## src/rtl/fp_minmax_reduce.sv

```systemverilog
// Streaming IEEE-754 min/max reduction over a counted burst of elements (double or single precision).
// Optional sticky signaling-NaN flag on out_nv when FP_MINMAX_NV_FLAG_EN is defined.
module fp_minmax_reduce #(
    parameter int BUS_WIDTH = 64
) (
    input  logic                 clk,
    input  logic                 rst,
    input  logic                 start,
    input  logic                 op,
    input  logic [7:0]           count,
    input  logic                 in_valid,
    input  logic [BUS_WIDTH-1:0] in_data,
    output logic                 in_ready,
    output logic                 busy,
    output logic                 out_valid,
    output logic [BUS_WIDTH-1:0] out_data,
    input  logic                 out_ready
`ifdef FP_MINMAX_NV_FLAG_EN
    ,
    output logic                 out_nv
`endif
);

    localparam int EW = (BUS_WIDTH == 64) ? 11 : 8;
    localparam int MW = BUS_WIDTH - 1 - EW;
    localparam logic [BUS_WIDTH-1:0] CANON_NAN = {1'b0, {EW{1'b1}}, 1'b1, {(MW-1){1'b0}}};

    typedef enum logic [1:0] {
        IDLE  = 2'd0,
        ACCUM = 2'd1,
        DONE  = 2'd2
    } state_t;

    state_t               state, state_next;
    logic [BUS_WIDTH-1:0] acc;
    logic [7:0]           remaining;
    logic                 op_q;
    logic                 first_q;
    logic                 start_acc;
    logic                 accept;

    function automatic logic is_nan(input logic [BUS_WIDTH-1:0] x);
        return (&x[BUS_WIDTH-2:MW]) && (|x[MW-1:0]);
    endfunction

    // Sign-magnitude ordering; treats -0 as strictly below +0, which gives the
    // required signed-zero results for both min and max.
    function automatic logic fp_less(input logic [BUS_WIDTH-1:0] a,
                                     input logic [BUS_WIDTH-1:0] b);
        logic sa, sb;
        sa = a[BUS_WIDTH-1];
        sb = b[BUS_WIDTH-1];
        if (sa != sb)
            return sa;
        else if (!sa)
            return a[BUS_WIDTH-2:0] < b[BUS_WIDTH-2:0];
        else
            return a[BUS_WIDTH-2:0] > b[BUS_WIDTH-2:0];
    endfunction

    function automatic logic [BUS_WIDTH-1:0] fp_select(input logic [BUS_WIDTH-1:0] a,
                                                       input logic [BUS_WIDTH-1:0] b,
                                                       input logic                 is_max);
        logic a_lt_b;
        a_lt_b = fp_less(a, b);
        if (is_nan(a) && is_nan(b))
            return CANON_NAN;
        else if (is_nan(a))
            return b;
        else if (is_nan(b))
            return a;
        else if (is_max)
            return a_lt_b ? b : a;
        else
            return a_lt_b ? a : b;
    endfunction

    assign start_acc = (state == IDLE) && start && (count != 8'd0);
    assign accept    = (state == ACCUM) && in_valid;

    always_comb begin
        state_next = state;
        case (state)
            IDLE:    if (start_acc) state_next = ACCUM;
            ACCUM:   if (accept && remaining == 8'd1) state_next = DONE;
            DONE:    if (out_ready) state_next = IDLE;
            default: state_next = IDLE;
        endcase
    end

    always_ff @(posedge clk) begin
        if (rst) begin
            state     <= IDLE;
            acc       <= '0;
            remaining <= 8'd0;
            op_q      <= 1'b0;
            first_q   <= 1'b0;
        end else begin
            state <= state_next;
            if (start_acc) begin
                op_q      <= op;
                remaining <= count;
                first_q   <= 1'b1;
            end
            if (accept) begin
                acc       <= fp_select(first_q ? in_data : acc, in_data, op_q);
                remaining <= remaining - 8'd1;
                first_q   <= 1'b0;
            end
        end
    end

    assign in_ready  = (state == ACCUM);
    assign busy      = (state != IDLE);
    assign out_valid = (state == DONE);
    assign out_data  = out_valid ? acc : '0;

`ifdef FP_MINMAX_NV_FLAG_EN
    logic nv_q;

    function automatic logic is_snan(input logic [BUS_WIDTH-1:0] x);
        return is_nan(x) && !x[MW-1];
    endfunction

    always_ff @(posedge clk) begin
        if (rst)
            nv_q <= 1'b0;
        else if (start_acc)
            nv_q <= 1'b0;
        else if (accept && is_snan(in_data))
            nv_q <= 1'b1;
    end

    assign out_nv = out_valid & nv_q;
`endif

endmodule

```

## config.mk

```make
export PLATFORM = sky130hd
export DESIGN_NAME = fp_minmax_reduce
export DESIGN_NICKNAME = d
export VERILOG_FILES = /design/src/rtl/fp_minmax_reduce.sv
export SDC_FILE = /design/constraint.sdc
export NUM_CORES = 1
export LEC_CHECK = 0
export ABC_AREA = 1
export BUFFER_PORTS_ARGS = -buffer_cell sky130_fd_sc_hd__buf_4
export CORE_MARGIN = 1.5
export CORE_UTILIZATION = 49
export CTS_CLUSTER_DIAMETER = 40
export DETAILED_ROUTE_END_ITERATION = 8
export PLACE_DENSITY = 0.75
export SKIP_LAST_GASP = 1
export SLEW_MARGIN = 20
export SYNTH_ARGS = -nofsm -noshare
export SYNTH_HDL_FRONTEND = slang
export SYNTH_SLANG_ARGS = --single-unit
```

## constraint.sdc

```tcl
create_clock -name clk -period 3.8 [get_ports clk]
set_input_delay 0.57 -clock clk [delete_from_list [all_inputs] [get_ports clk]]
set_output_delay 0.57 -clock clk [all_outputs]
set_load 0.1 [all_outputs]
```

==> results of run 1 <==
[worst paths after layout]
| check | endpoint | start | cells after the start |
|---|---|---|---|
| setup / recovery | acc[3] | first_q | 21 |
| hold / removal | acc[53] | acc[53] | 2 |
| setup reg to reg | acc[3] | first_q | 21 |
| hold reg to reg | acc[53] | acc[53] | 2 |
[per-layer routing]
metal | vias to the layer above | GRT usage
li1 | 4190 | -
met5 | - | 0
met4 | 0 | 0.1172
met1 | 3514 | 0.3534
met2 | 302 | 0.4437
met3 | 49 | 0.03342
[tightest hold or removal path, stage by stage, from the launching register on]
cell     delay (ns)
dfxtp_1        0.31
nand2_1        0.06
nand2_1        0.04
[power by group through the flow]
stage               Clock (W)  Sequential (W)  Combinational, W
finish                0.00107        0.000909           0.00116
detailed placement          0        0.000924           0.00112
global route          0.00111        0.000917           0.00132
floorplan                   0        0.000909          0.000817
CTS                   0.00108        0.000908           0.00112
global placement            0        0.000924           0.00109
[metrics by stage]
step | hold slack, ns | total power, W | worst slack (ns) | area (um2) | util
final | 0.4525 | 0.003144 | 0.3371 | 8773 | 0.6083
after global routing | 0.4695 | 0.003349 | 0.01998 | 8773 | 0.6083
after CTS | 0.4494 | 0.003115 | 0.2121 | 8737 | 0.6057
after detailed placement | 0.4405 | 0.002040 | 0.09912 | 8373 | 0.5805
after global placement | 0.4368 | 0.002018 | 0.1653 | 8373 | 0.5805
after floorplan | 0.4258 | 0.001726 | 0.2171 | 7194 | -
[logic make-up after synthesis]
| kind of cell | share of synthesized area |
|---|---|
| AOI/OAI and AO/OA | 0.09673 |
| and+or+nand+nor | 0.4059 |
| xor gates and xnor gates | 0.002436 |
| adders and majority gates | 0.1166 |
| DFF | 0.2116 |
| buffers and inverters | 0.1668 |
[registers in the layout (all words and copies together), names as in the netlist]
signal	flops
state	2
remaining	8
acc	64
op_q	1
first_q	1
[final cells by class]
type                            count  area share
Clock buffer                        9     0.02567
Clock inverter                      7     0.01583
Inverter                          240      0.1028
Multi-Input combinational cell    881      0.5113
Sequential cell                    76      0.1738
Tap cell                          184     0.02624
Timing Repair Buffer              158      0.1443
[cells in the final DEF (no fill, tap or decap), types with 2 or more instances in the layout]
| cell type | instances |
|---|---|
| a21oi_1 | 29 |
| buf_12 | 5 |
| buf_4 | 152 |
| inv_1 | 230 |
| clkinv_2 | 3 |
| a21o_1 | 2 |
| o21ai_0 | 50 |
| nor4_1 | 16 |
| nor3_1 | 14 |
| nand4_1 | 32 |
| clkbuf_16 | 10 |
| nand2_2 | 3 |
| nand3b_1 | 5 |
| o221ai_1 | 2 |
| ha_1 | 67 |
| nand2_1 | 362 |
| o21a_1 | 10 |
| o21ai_1 | 27 |
| nand3_1 | 141 |
| bufinv_16 | 4 |
| inv_2 | 9 |
| nor2_1 | 108 |
| dfxtp_1 | 75 |
[timing repair]
item,4_1_cts,5_1_grt
resized for setup,0,4
setup endpoints to repair,0,52
setup buffers,0,0
==> results by group, run 1 <==
Run status
  – Status: finished, final reports clean

Layout
  – Fin cells: 1555
  – Share of layout cells above drive strength 1: 0.1393
  – Syn-to-layout area delta: 21.99%
  – Ant diodes: 0
  – Footprint of the multi-input gates: 4486 um2
  – Register Area: 1525 um2
  – Fin nets: 1511
  – Fillcell total: 1461

Drt
  – Top layer in use: met4
  – M1 WL: 9229 um
  – Routed wire length: 20610 um
  – Antenna Nets Post-Route: 0
  – Drt wl/cell: 13.25 um
  – First DRT Iteration DRCs: 614
  – Met3 WL post-DR: 1235 um
  – DRT Pass-1 Iters: 5
  – DR vias/cell: 5.180
  – DR WL met2: 9481 um
  – Number of remaining DRC errors: 0
  – Vias: 8055

Setup path
  – Critical path, cell by cell: buf_4 -> o21ai_0 -> inv_1 -> ha_1 -> nand2_1 -> nor2_1 -> nand4_1 -> nand3b_1 -> nor2_1 -> nand2_1 -> nand2_1 -> nand2_1 -> nand2_1 -> nand2_1 -> nand2_2 -> nand3_4 -> nand2_2 -> buf_12 -> nand2_1 -> nand3_1 -> nand2_1
  – Crit. End Element: flop
  – Setup crit start kind: flop
  – Worst path max stage delay: 0.36 ns
  – Worst Path Max Fanout: 26
  – Most frequent CP cell: nand2_1
  – Worst Path Arrival: 3.70 ns
  – Worst reg2reg setup slack: 0.34 ns
  – CP Class: reg -> reg
  – CP required: 4.04 ns
  – Worst path bufs/invs: 3
  – Worst path slowest cell: dfxtp_4
  – CP delay by family, top: simple AND/OR/NAND/NOR gates

Timing
  – Crit path time final: 3.463 ns
  – Setup TNS: 0 ns
  – Max Clk Rate: 288.8 MHz
  – Final Skew: 0.005848 ns
  – Final hold violations: 0
  – Worst slew margin: 0.4605
  – Final worst path period share: 0.9113
  – Worst-margin pin slew: 0.8093 ns
  – RSZ-0062 raised after global routing: no
  – Final slew viol count: 0
  – Final setup viols: 0

Yosys
  – Distinct cells, synth: 34
  – Synth Area per Inst: 5.740 um2
  – Post-Syn Nets: 1398
  – Post-synth EDFFs: 0
  – Top cells by count, synth: nand2_1 (364), inv_1 (231), nand3_1 (141)
  – Post-synth top flop: dfxtp_1
  – Register area share after synthesis: 0.2116
  – Synth warnings: 0
  – Post-synth top area share: 0.2116
  – Synth Cell Area: 7192 um2
  – Synth Register Bits: 76
  – Yosys top cell by area: dfxtp_1
  – Dominant cells by area after synthesis: dfxtp_1 (21%), nand2_1 (19%), inv_1 (12%), ha_1 (12%), nand3_1 (9.8%)
  – Mapped Cells: 1253
  – Top-count cell post-synth: nand2_1
  – Async set-reset flop share out of synthesis: 0

CTS
  – CTS Root Cell: clkbuf_16
  – Num CTS Buffers: 9
  – # hold bufs at CTS: 0
  – Maximum buffer depth of the clock tree: 2
  – Clock Latency Late Sink: 0.35 ns
  – Clock transition at path regs: 0.06 ns
  – # H-tree levels: 3
  – TritonCTS Sinks: 76
  – CTS tree: done

Hold path
  – Min-delay worst type: reg -> reg

Place
  – Port bufs: 144
  – # placed instances: 1538
  – RD Place Congestion: 0.9086
  – Final HPWL DP: 15000 um

Power
  – PwrDens: 358.3 nW/um2
  – Net switching power: 0.001150 W
  – Clk pwr share: 0.341
  – Comb power frac: 0.370
  – Peak VDD IR: 0.1877 mV
  – Share of power burned in registers: 0.289
  – Net Sw Frac: 0.3659
  – Cell-internal power: 0.001993 W
  – Leakage: 4.824 nW

Global route
  – Largest net degree at the start of global routing: 66
  – Overall Global Routing Usage: 0.2695
  – Total gr overflow: 0
  – Vias in the first global route: 7229
  – Global-route wire length before repair: 33620 um
  – Antenna violations before repair: 0

Floorplanning
  – # rows: 44
  – Initial Utilization: 0.4986
  – Core area: 14420 um2
  – Die height: 124.2 um
  – Die X: 124.2 um
  – # IOs: 145
  – Total die area: 15410 um2

Job
  – Max cap viols: 0
No activity file was read; power rests on OpenSTA's default activity.
==> inputs of run 2 (changes only) <==
Settings changed: ABC_AREA 1 to not set, PLACE_DENSITY 0.75 to 0.77.
==> results by group, run 2 <==
Timing
  – RSZ-0062 raised after global routing: yes
  – Final slew viol count: 0 (unchanged)
  – PnR worst setup slack: -0.04893 ns (-0.3860 ns)
  – Setup TNS: -0.2813 ns (-0.2813 ns)
  – Crit path time final: 3.849 ns (+0.3860 ns)
  – Final hold violations: 0 (unchanged)
  – Final Skew: 0.01046 ns (+0.004617 ns)
  – Hold_ws: 0.4493 ns (-0.003174 ns)
  – Worst-margin pin slew: 0.8310 ns (+0.02172 ns)
  – Max Clk Rate: 259.8 MHz (-10%)
  – Final setup viols: 13 (+13)
  – Worst slew margin: 0.4409 (-0.01959)
  – Final worst path period share: 1.013 (+0.1016)

Global route
  – Antenna violations before repair: 0 (unchanged)
  – Largest net degree at the start of global routing: 40 (-39%)
  – Global-route wire length before repair: 30350 um (-9.7%)
  – Overall Global Routing Usage: 0.2929 (+0.02334)
  – Total gr overflow: 0 (unchanged)
  – Vias in the first global route: 6236 (-14%)

Setup path
  – Worst path bufs/invs: 3 (unchanged)
  – Worst Path Max Fanout: 13 (-50%)
  – Crit. End Element: flop
  – Setup crit start kind: flop
  – Reg-to-Reg Start: first_q
  – Critical path, cell by cell: buf_12 -> mux2_4 -> ha_1 -> nand4_1 -> nor4_4 -> a221oi_4 -> a2111oi_4 -> nor3_4 -> nand3_1 -> or4bb_4 -> a311oi_4 -> buf_6 -> clkbuf_16 -> a22o_1
  – CP Class: reg -> reg
  – Worst path max stage delay: 0.47 ns (+0.11 ns)
  – CP delay by family, top: simple AND/OR/NAND/NOR gates
  – Crit path launch: first_q
  – CP required: 4.09 ns (+0.05 ns)
  – Worst path slowest cell: or4bb_4
  – Worst Path Arrival: 4.14 ns (+0.44 ns)

Yosys
  – Dominant cells by area after synthesis: dfxtp_1 (25%), ha_1 (14%), mux2_2 (8.8%), a22o_1 (7.2%), and2_1 (6.6%)
  – Async set-reset flop share out of synthesis: 0 (unchanged)
  – Top-count cell post-synth: inv_1
  – Top cells by count, synth: inv_1 (82), dfxtp_1 (76), ha_1 (67)
  – Yosys top cell by area: dfxtp_1
  – Distinct cells, synth: 61 (+79%)
  – Register area share after synthesis: 0.2466 (+0.03500)
  – Mapped Cells: 723 (-42%)
  – Synth Register Bits: 76 (unchanged)
  – Post-synth top area share: 0.2466 (+0.03500)
  – Post-synth EDFFs: 0 (unchanged)
  – Synth Cell Area: 6171 um2 (-14%)
  – Post-synth top flop: dfxtp_1
  – Synth warnings: 0 (unchanged)
  – Post-Syn Nets: 868 (-38%)
  – Synth Area per Inst: 8.535 um2 (+49%)

Layout
  – Most flops, register: acc
  – Top Registers: acc: 64 flops, remaining: 8 flops, state: 2 flops
  – Syn-to-layout area delta: 43.94%
  – Commonest non-fill, non-tap cell in the layout: buf_4
  – Fin nets: 1082 (-28%)
  – Fillcell total: 904 (-38%)
  – Ant diodes: 0 (unchanged)
  – Share of layout cells above drive strength 1: 0.3790 (+0.2397)
  – Fin cells: 1110 (-29%)
  – Max FFs per register: 64 (unchanged)
  – Final instance area: 8882 um2 (+1.2%)
  – Commonest cells after routing, fill and taps aside: buf_4 (223), inv_1 (77), dfxtp_1 (75)

Drt
  – Routed wire length: 21940 um (+6.5%)
  – DRT Pass-1 Iters: 7 (+2)
  – DR vias/cell: 6.116 (+18%)
  – Vias: 6789 (-16%)
  – Drt wl/cell: 19.77 um (+49%)
  – Number of remaining DRC errors: 0 (unchanged)
  – First DRT Iteration DRCs: 680 (+11%)
  – Antenna Nets Post-Route: 0 (unchanged)

Floorplanning
  – # rows: 40 (-9.1%)
  – Core area: 12160 um2 (-16%)
  – Initial Utilization: 0.5074 (+0.008795)
  – Die X: 115.2 um (-7.2%)
  – # IOs: 145 (unchanged)
  – Total die area: 13280 um2 (-14%)
  – Die height: 115.2 um (-7.2%)

Power
  – Final Power: 0.002971 W (-5.5%)
  – PwrDens: 334.5 nW/um2 (-6.7%)
  – Peak VDD IR: 0.2053 mV (+9.4%)
  – Leakage: 4.269 nW (-11%)

Place
  – # placed instances: 1064 (-31%)
  – Final HPWL DP: 14560 um (-3.0%)
  – RD Place Congestion: 0.9292 (+2.3%)
  – Port bufs: 144 (unchanged)
  – Placement Cell Area: 7930 um2 (-5.3%)

CTS
  – CTS tree: done
  – TritonCTS Sinks: 76 (unchanged)
  – Maximum buffer depth of the clock tree: 2 (unchanged)
  – Clock transition at path regs: 0.06 ns (about the same)
  – CTS Root Cell: clkbuf_16
  – Num CTS Buffers: 9 (unchanged)
  – # hold bufs at CTS: 0 (unchanged)
  – # H-tree levels: 3 (unchanged)
  – Clock Latency Late Sink: 0.36 ns (about the same)

Hold path
  – Hold_sp: in_data[37]
  – Min-delay worst type: in -> reg

Run status
  – Violations in the final reports: setup timing
  – Status: complete, but fails checks

Job
  – Max cap viols: 0 (unchanged)
[run 2: cell type report]
cell class                 count  area [um2]  share of cell area
clock inverter                 5       27.53            0.003099
inverter                      83       311.5             0.03508
tap                          168       210.2             0.02367
multi-input combinational    523        4504              0.5071
timing repair buffer         244        2061              0.2320
clock buffer                  11       242.7             0.02733
sequential                    76        1525              0.1717
[run 2: final timing paths]
| path | end | slack [ns] | depth (start not counted) |
|---|---|---|---|
| setup / recovery | acc[27] | -0.05 | 14 |
| hold / removal | acc[37] | 0.45 | 2 |
| setup reg to reg | acc[27] | -0.05 | 14 |
| hold reg to reg | remaining[6] | 0.47 | 2 |
[run 2: per-stage QoR]
step | util | setup WS [ns]
floorplan | - | -0.02486
CTS | 0.6869 | -0.007845
finish | 0.7304 | -0.04893
global route | 0.7304 | -0.2686
detailed placement | 0.6521 | -0.3207
global placement | 0.6521 | -0.2267
[run 2: what timing repair did]
action / in CTS / in global routing
setup buffers: 9 / 15
gates cloned: 1 / 5
endpoints found under the setup margin: 63 / 63
resized for setup: 10 / 50
pin swaps: 1 / 7
hold endpoints to repair: 0 / 0
[run 2: where the power goes]
part           switching (W)  internal (W)
registers          0.0000644      0.000854
logic               0.000649      0.000588
clock network       0.000359      0.000456
[run 2: cells by family (layout without fill, tap and decap cells)]
kind of cell / after synthesis / count (layout) / synth area share
fa+ha+maj: 67 / 67 / 0.1358
compound gates: 176 / 176 / 0.2180
simple gates: 213 / 213 / 0.1961
flops: 76 / 76 / 0.2466
buf+inv: 124 / 343 / 0.08475
mux: 66 / 66 / 0.1174
xor+xnor: 1 / 1 / 0.001420
[run 2: layer usage]
metal	global-route usage	vias up	share of wire
met5	0	-	0
met1	0.3493	3209	0.39
met3	0.04006	83	0.077
met2	0.5095	385	0.49
met4	0.1597	0	0.047
li1	-	3112	-
